===== src/rtl/ifetch_pkg.sv =====
// Shared widths, reset address and queue entry type for the instruction fetch unit.
package ifetch_pkg;
  localparam int                  ADDR_W   = 8;
  localparam int                  INSTR_W  = 16;
  localparam logic [ADDR_W-1:0]   RESET_PC = 8'h00;
  localparam logic [INSTR_W-1:0]  NOP_WORD = 16'h0000;

  typedef struct packed {
    logic [ADDR_W-1:0]  pc;
    logic [INSTR_W-1:0] instr;
  } fetch_entry_t;
endpackage


===== src/rtl/instruction_fetch_unit_if.sv =====
// Fetch-side bus: ROM read port, decode valid/ready handshake and execute redirect.
// master = fetch unit, slave = environment (ROM + decode + execute).
interface instruction_fetch_unit_if;
  import ifetch_pkg::*;

  logic [ADDR_W-1:0]  imem_addr;
  logic [INSTR_W-1:0] imem_data;
  logic [INSTR_W-1:0] instr;
  logic [ADDR_W-1:0]  instr_pc;
  logic               instr_valid;
  logic               instr_ready;
  logic               redirect;
  logic [ADDR_W-1:0]  redirect_pc;
  logic               halted;

  modport master (
    output imem_addr, instr, instr_pc, instr_valid, halted,
    input  imem_data, instr_ready, redirect, redirect_pc
  );

  modport slave (
    input  imem_addr, instr, instr_pc, instr_valid, halted,
    output imem_data, instr_ready, redirect, redirect_pc
  );
endinterface


===== src/rtl/instruction_fetch_unit_fetch_queue.sv =====
// fetch_queue: DEPTH-entry synchronous FIFO of fetch_entry_t.
// flush wins over push/pop; push on a full queue is accepted only alongside a pop.
module fetch_queue
  import ifetch_pkg::*;
#(
  parameter int DEPTH = 2
) (
  input  logic                   clk,
  input  logic                   rst_n,
  input  logic                   push,
  input  logic                   pop,
  input  logic                   flush,
  input  fetch_entry_t           din,
  output fetch_entry_t           head,
  output logic [$clog2(DEPTH):0] count,
  output logic                   full,
  output logic                   empty
);
  localparam int PW = $clog2(DEPTH);
  localparam int CW = PW + 1;

  fetch_entry_t    mem [DEPTH];
  logic [PW-1:0]   rd_ptr, wr_ptr;
  logic            do_push, do_pop;

  assign empty   = (count == '0);
  assign full    = (count == CW'(DEPTH));
  assign do_pop  = pop & ~empty;
  assign do_push = push & (~full | do_pop);
  assign head    = mem[rd_ptr];

  // pointer and occupancy bookkeeping; flush empties the queue outright
  always_ff @(posedge clk or negedge rst_n) begin
    if (!rst_n) begin
      rd_ptr <= '0;
      wr_ptr <= '0;
      count  <= '0;
    end else if (flush) begin
      rd_ptr <= '0;
      wr_ptr <= '0;
      count  <= '0;
    end else begin
      if (do_push) wr_ptr <= wr_ptr + 1'b1;
      if (do_pop)  rd_ptr <= rd_ptr + 1'b1;
      count <= count + CW'(do_push) - CW'(do_pop);
    end
  end

  // storage needs no reset: the head is only observed when count is non-zero
  always_ff @(posedge clk) begin
    if (do_push && !flush) mem[wr_ptr] <= din;
  end
endmodule


===== src/rtl/instruction_fetch_unit.sv =====
// instruction_fetch_unit: owns the fetch PC, reads the ROM combinationally and
// buffers {pc, instr} in a small prefetch queue feeding decode.
// Optional macro IFETCH_BOUNDS_EN: stop fetching after the word at END_ADDR.
module instruction_fetch_unit
  import ifetch_pkg::*;
#(
  parameter int                DEPTH    = 2,
  parameter logic [ADDR_W-1:0] END_ADDR = 8'hFF
) (
  input  logic                      clk,
  input  logic                      rst_n,
  instruction_fetch_unit_if.master  bus
);
  logic [ADDR_W-1:0]      fpc;
  logic                   halted_q;
  logic                   push, pop;
  fetch_entry_t           q_din, q_head;
  logic [$clog2(DEPTH):0] q_count;
  logic                   q_full, q_empty;

  // a pop in a redirect cycle is harmless: flush has priority inside the queue
  assign pop   = ~q_empty & bus.instr_ready;
  assign push  = ~bus.redirect & ~halted_q & (~q_full | pop);
  assign q_din = '{pc: fpc, instr: bus.imem_data};

  fetch_queue #(.DEPTH(DEPTH)) u_queue (
    .clk   (clk),
    .rst_n (rst_n),
    .push  (push),
    .pop   (pop),
    .flush (bus.redirect),
    .din   (q_din),
    .head  (q_head),
    .count (q_count),
    .full  (q_full),
    .empty (q_empty)
  );

  assign bus.imem_addr   = fpc;
  assign bus.instr_valid = ~q_empty;
  assign bus.instr       = q_empty ? NOP_WORD : q_head.instr;
  assign bus.instr_pc    = q_empty ? '0       : q_head.pc;
  assign bus.halted      = halted_q;

`ifdef IFETCH_BOUNDS_EN
  // fetch PC: redirect reloads, each push advances, but never past END_ADDR
  always_ff @(posedge clk or negedge rst_n) begin
    if (!rst_n)                          fpc <= RESET_PC;
    else if (bus.redirect)               fpc <= bus.redirect_pc;
    else if (push && fpc != END_ADDR)    fpc <= fpc + 1'b1;
  end

  // halt once the END_ADDR word is queued; only a redirect restarts fetch
  always_ff @(posedge clk or negedge rst_n) begin
    if (!rst_n)                          halted_q <= 1'b0;
    else if (bus.redirect)               halted_q <= 1'b0;
    else if (push && fpc == END_ADDR)    halted_q <= 1'b1;
  end

  logic unused_sig;
  assign unused_sig = ^q_count;
`else
  // fetch PC: redirect reloads, each push advances with natural wrap
  always_ff @(posedge clk or negedge rst_n) begin
    if (!rst_n)             fpc <= RESET_PC;
    else if (bus.redirect)  fpc <= bus.redirect_pc;
    else if (push)          fpc <= fpc + 1'b1;
  end

  assign halted_q = 1'b0;

  // END_ADDR has no meaning without the fetch bound
  logic unused_sig;
  assign unused_sig = ^{END_ADDR, q_count};
`endif
endmodule


===== src/flat_wrapper.sv =====
// flat-port wrapper written by rule: the top's interface ports become plain ports
module instruction_fetch_unit_flat import ifetch_pkg::*;
#(
  parameter int                DEPTH    = 2,
  parameter logic [ADDR_W-1:0] END_ADDR = 8'hFF
)
  (clk, rst_n, bus_imem_addr, bus_instr, bus_instr_pc, bus_instr_valid, bus_halted, bus_imem_data, bus_instr_ready, bus_redirect, bus_redirect_pc);
  instruction_fetch_unit_if bus_i ();
  input  logic clk;
  input  logic rst_n;
  output wire logic [$bits(bus_i.imem_addr)-1:0] bus_imem_addr;
  output wire logic [$bits(bus_i.instr)-1:0] bus_instr;
  output wire logic [$bits(bus_i.instr_pc)-1:0] bus_instr_pc;
  output wire logic [$bits(bus_i.instr_valid)-1:0] bus_instr_valid;
  output wire logic [$bits(bus_i.halted)-1:0] bus_halted;
  input wire logic [$bits(bus_i.imem_data)-1:0] bus_imem_data;
  input wire logic [$bits(bus_i.instr_ready)-1:0] bus_instr_ready;
  input wire logic [$bits(bus_i.redirect)-1:0] bus_redirect;
  input wire logic [$bits(bus_i.redirect_pc)-1:0] bus_redirect_pc;
  assign bus_imem_addr = bus_i.imem_addr;
  assign bus_instr = bus_i.instr;
  assign bus_instr_pc = bus_i.instr_pc;
  assign bus_instr_valid = bus_i.instr_valid;
  assign bus_halted = bus_i.halted;
  assign bus_i.imem_data = bus_imem_data;
  assign bus_i.instr_ready = bus_instr_ready;
  assign bus_i.redirect = bus_redirect;
  assign bus_i.redirect_pc = bus_redirect_pc;
  instruction_fetch_unit #(.DEPTH(DEPTH), .END_ADDR(END_ADDR)) u_core (.clk(clk), .rst_n(rst_n), .bus(bus_i));
endmodule

===== config.mk =====
export PLATFORM = sky130hd
export DESIGN_NAME = instruction_fetch_unit_flat
export DESIGN_NICKNAME = d
export VERILOG_FILES = /design/src/rtl/ifetch_pkg.sv /design/src/rtl/instruction_fetch_unit_if.sv /design/src/rtl/instruction_fetch_unit_fetch_queue.sv /design/src/rtl/instruction_fetch_unit.sv /design/src/flat_wrapper.sv
export SDC_FILE = /design/constraint.sdc
export NUM_CORES = 1
export LEC_CHECK = 0
export ABC_CLOCK_PERIOD_IN_PS = 6800
export CAP_MARGIN = 0
export CORE_MARGIN = 2
export CORE_UTILIZATION = 49
export CTS_BUF_LIST = sky130_fd_sc_hd__clkbuf_16
export DETAILED_ROUTE_END_ITERATION = 16
export DONT_BUFFER_PORTS = 1
export GPL_ROUTABILITY_DRIVEN = 0
export HOLD_SLACK_MARGIN = 0.12
export PLACE_DENSITY = 0.75
export SLEW_MARGIN = 20
export SYNTH_ARGS = -nofsm -noshare
export SYNTH_HDL_FRONTEND = slang
export SYNTH_HIERARCHICAL = 1
export SYNTH_SLANG_ARGS = --single-unit

===== constraint.sdc =====
create_clock -name clk -period 6.8 [get_ports clk]
set_input_delay 2.04 -clock clk [delete_from_list [all_inputs] [get_ports clk]]
set_output_delay 2.04 -clock clk [all_outputs]
set_load 0.02 [all_outputs]

==> results.py <==
metrics = {
    "status": {
        "status": "complete, no violations",
    },
    "worst_setup_path": {
        "reg2reg_to": "u_core/u_queue/mem[1][4]$_DFFE_PP_",
        "cp-end-kind": "output port",
        "cp_max_fo": 25,
        "cpPeakStageDelay_ns": 1.02,
        "reg2reg_depth": 6,
        "cp.required_ns": 4.76,
        "regToRegSetupSlack_ns": 3.88,
        "cp_cell_sequence": "mux2_2 > nor2b_1",
        "cp.arrival_ns": 2.04,
        "reg2reg_from": "u_core/u_queue/count[0]$_DFF_PN0_",
        "crit_path_top_delay_cell": "dfrtp_1",
        "worstSetupPathType": "flop to output port",
        "startpoint_type": "flop",
    },
    "job": {
        "drv_cap": 0,
    },
    "synthesis": {
        "yosys.area.top_type": "edfxtp_1",
        "yosysSeqAreaShare": 0.6541,
        "async_flop_share": 0.2000,
        "synth_cell_types": 29,
        "syn_nets": 215,
        "synth_area_um2": 2663,
        "netlist_instances": 185,
        "synth-edff-count": 48,
        "ys.warnings.count": 6,
        "synth_area_per_cell_um2": 14.39,
        "ys_seq_elements": 60,
        "ys.flop_type": "edfxtp_1",
        "synth_area_leaders": "edfxtp_1 (54%), dfrtp_1 (11%), mux2_2 (11%), nor2b_1 (5.2%), xnor2_1 (2.3%)",
        "synth.top_cell.area_share": 0.5414,
    },
    "sta": {
        "finalSetupViolCount": 0,
        "hold_viol_final": 0,
        "worstMarginPinSlew_ns": 1.036,
        "post-route-period-util": 0.6005,
        "clock_skew_ns": 0.005296,
        "setup_ws_ns": 2.717,
        "rsz0062_at_grt": "no",
        "period_needed_ns": 4.083,
        "max_slew_margin": 0.3096,
        "slew_violations": 0,
        "fin_setup_tns_ns": 0,
        "fmax_mhz": 244.9,
    },
    "placement": {
        "pre_cts_slack_ns": 2.721,
        "numPortBuffers": 0,
        "dp_hpwl_mm": 3.141,
        "placed_cell_area_um2": 2725,
    },
    "clock_network": {
        "post_cts_resize_count": 0,
        "numCtsBuffers": 9,
        "htreeDepth": 3,
        "cts_max_path_buffers": 2,
        "post_cts_buffers": 0,
        "clk_latency_ns": 0.32,
        "cts_tree": "built",
        "clock_tree.root_cell": "clkbuf_16",
        "clk_pin_slew_ns": 0.05,
        "holdBufCountCts": 0,
        "clock_sinks": 60,
    },
    "global_routing": {
        "overflow": 0,
        "top_usage_layer": "met2",
        "grt_pass1_vias": 1472,
        "use_met2": 0.2647,
        "grt_util_met1": 0.1906,
        "use_met3": 0.06628,
        "grt_max_degree": 27,
        "track_usage": 0.1614,
        "grt_pass1_wl_mm": 7.238,
        "antenna_found_initial": 0,
    },
    "pwr": {
        "total_power_mw": 1.211,
        "leakage_nw": 1.089,
        "peakVddDrop_mv": 0.1840,
        "powerDensity_nw_per_um2": 399.5,
    },
    "die": {
        "core_area_um2": 5172,
        "chipHeight_um": 77.72,
        "rows": 26,
        "start_util": 0.5148,
        "top_level_ports": 62,
        "die-area_um2": 6040,
        "die_w_um": 77.72,
    },
    "finish": {
        "drive_above_1_share": 0.2953,
        "multiInputGateArea_um2": 865.8,
        "n_antenna_cell": 0,
        "final_common_cell": "edfxtp_1",
        "nNetsFinal": 219,
        "fin_area_um2": 3030,
        "final_cell_mix": "edfxtp_1 (48), mux2_2 (26), nor2b_1 (22)",
        "syn_to_final_growth_pct": 13.82,
        "nFillCells": 400,
        "seq_area_um2": 1742,
    },
    "detailed_routing": {
        "viasPerCell": 5.392,
        "avgRoutedWirePerCell_um": 17.77,
        "wirelength_mm": 4.673,
        "postRouteAntennaNets": 0,
        "remaining_drc_errors": 0,
        "first_pass_iters": 4,
        "drt_iter0_drc": 60,
        "vias": 1418,
    },
    "min_path": {
        "holdPathEnd": "u_core/u_queue/wr_ptr$_DFFE_PN0P_",
        "min_path_cells": 2,
        "min_from": "u_core/u_queue/wr_ptr$_DFFE_PN0P_",
        "hold_path_class": "flop to flop",
    },
}
report_power, final:
group / switching (mW) / internal (mW)
Sequential: 0.0506 / 0.449
Combinational: 0.162 / 0.0898
Clock: 0.144 / 0.315
worst max-delay path by stage:
stage	from	to	slack (ns)	cells past startpoint
floorplan	bus_instr_ready	u_core/u_queue/mem[1][0]$_DFFE_PP_	1.81	5
global placement	bus_instr_ready	u_core/u_queue/mem[0][16]$_DFFE_PP_	2.84	5
detailed placement	bus_instr_ready	u_core/u_queue/mem[1][6]$_DFFE_PP_	2.72	5
CTS	u_core/u_queue/rd_ptr$_DFFE_PN0P_	bus_instr_pc[4]	2.69	2
global route	u_core/u_queue/rd_ptr$_DFFE_PN0P_	bus_instr[5]	2.59	2
finish	u_core/u_queue/rd_ptr$_DFFE_PN0P_	bus_instr_pc[6]	2.72	2
layout make-up:
class                           count  share of cell area
Tap cell                           70             0.02890
Sequential cell                    60              0.5747
Clock inverter                      6             0.02642
Timing Repair Buffer                2            0.004955
Clock buffer                        9             0.07432
Inverter                            4            0.004955
Multi-Input combinational cell    112              0.2857
worst max-delay path, delay by kind of cell (launching register included):
family | cells | cell delay, ns
multiplexers | 1 | 0.34
flip-flops | 1 | 1.02
AND/OR/NAND/NOR | 1 | 0.36
stage by stage:
step | cells | hold slack [ns] | utilization
CTS | 263 | 0.6810 | 0.5859
detailed placement | 248 | 0.6702 | 0.5269
global placement | 248 | 0.6452 | 0.5269
global route | 263 | 0.7264 | 0.5859
floorplan | 185 | 0.6114 | -
finish | 263 | 0.6723 | 0.5859
registers in the layout, summed over array words and instances (netlist names):
name / flops
u_core/bus.imem_addr: 8
u_core/u_queue/mem: 48
u_core/u_queue/wr_ptr: 1
u_core/u_queue/count: 2
u_core/u_queue/rd_ptr: 1
layer usage:
layer  wire length [um]  vias to the layer above  share of wire
met1               1920                      697           0.41
li1                   -                      671              -
met2               2373                       46           0.51
met3                344                        4          0.074
met5                  0                        -              0
met4                 36                        0         0.0077
synth_stat cells (all sizes together), types with 2 or more instances:
master   n
edfxtp  48
mux2    26
nor2b   22
dfrtp   12
o21ai   11
nand2   10
xnor2    7
buf      6
nor2     6
and2b    5
a21oi    4
inv      4
nand3    4
a211oi   3
clkbuf   3
nand2b   3
ha       2
xor2     2
cell families (layout without fill, tap and decap cells):
| family | after synthesis | after routing | synth area share |
|---|---|---|---|
| buffers and inverters | 13 | 21 | 0.02537 |
| muxes | 27 | 27 | 0.1137 |
| AOI/OAI and AO/OA | 19 | 19 | 0.04652 |
| xor gates and xnor gates | 9 | 9 | 0.02961 |
| DFF | 60 | 60 | 0.6541 |
| and+or+nand+nor | 54 | 54 | 0.1198 |
| adders and majority gates | 2 | 2 | 0.009397 |
| other | 1 | 1 | 0.001408 |
No activity file was read; power rests on OpenSTA's default activity.
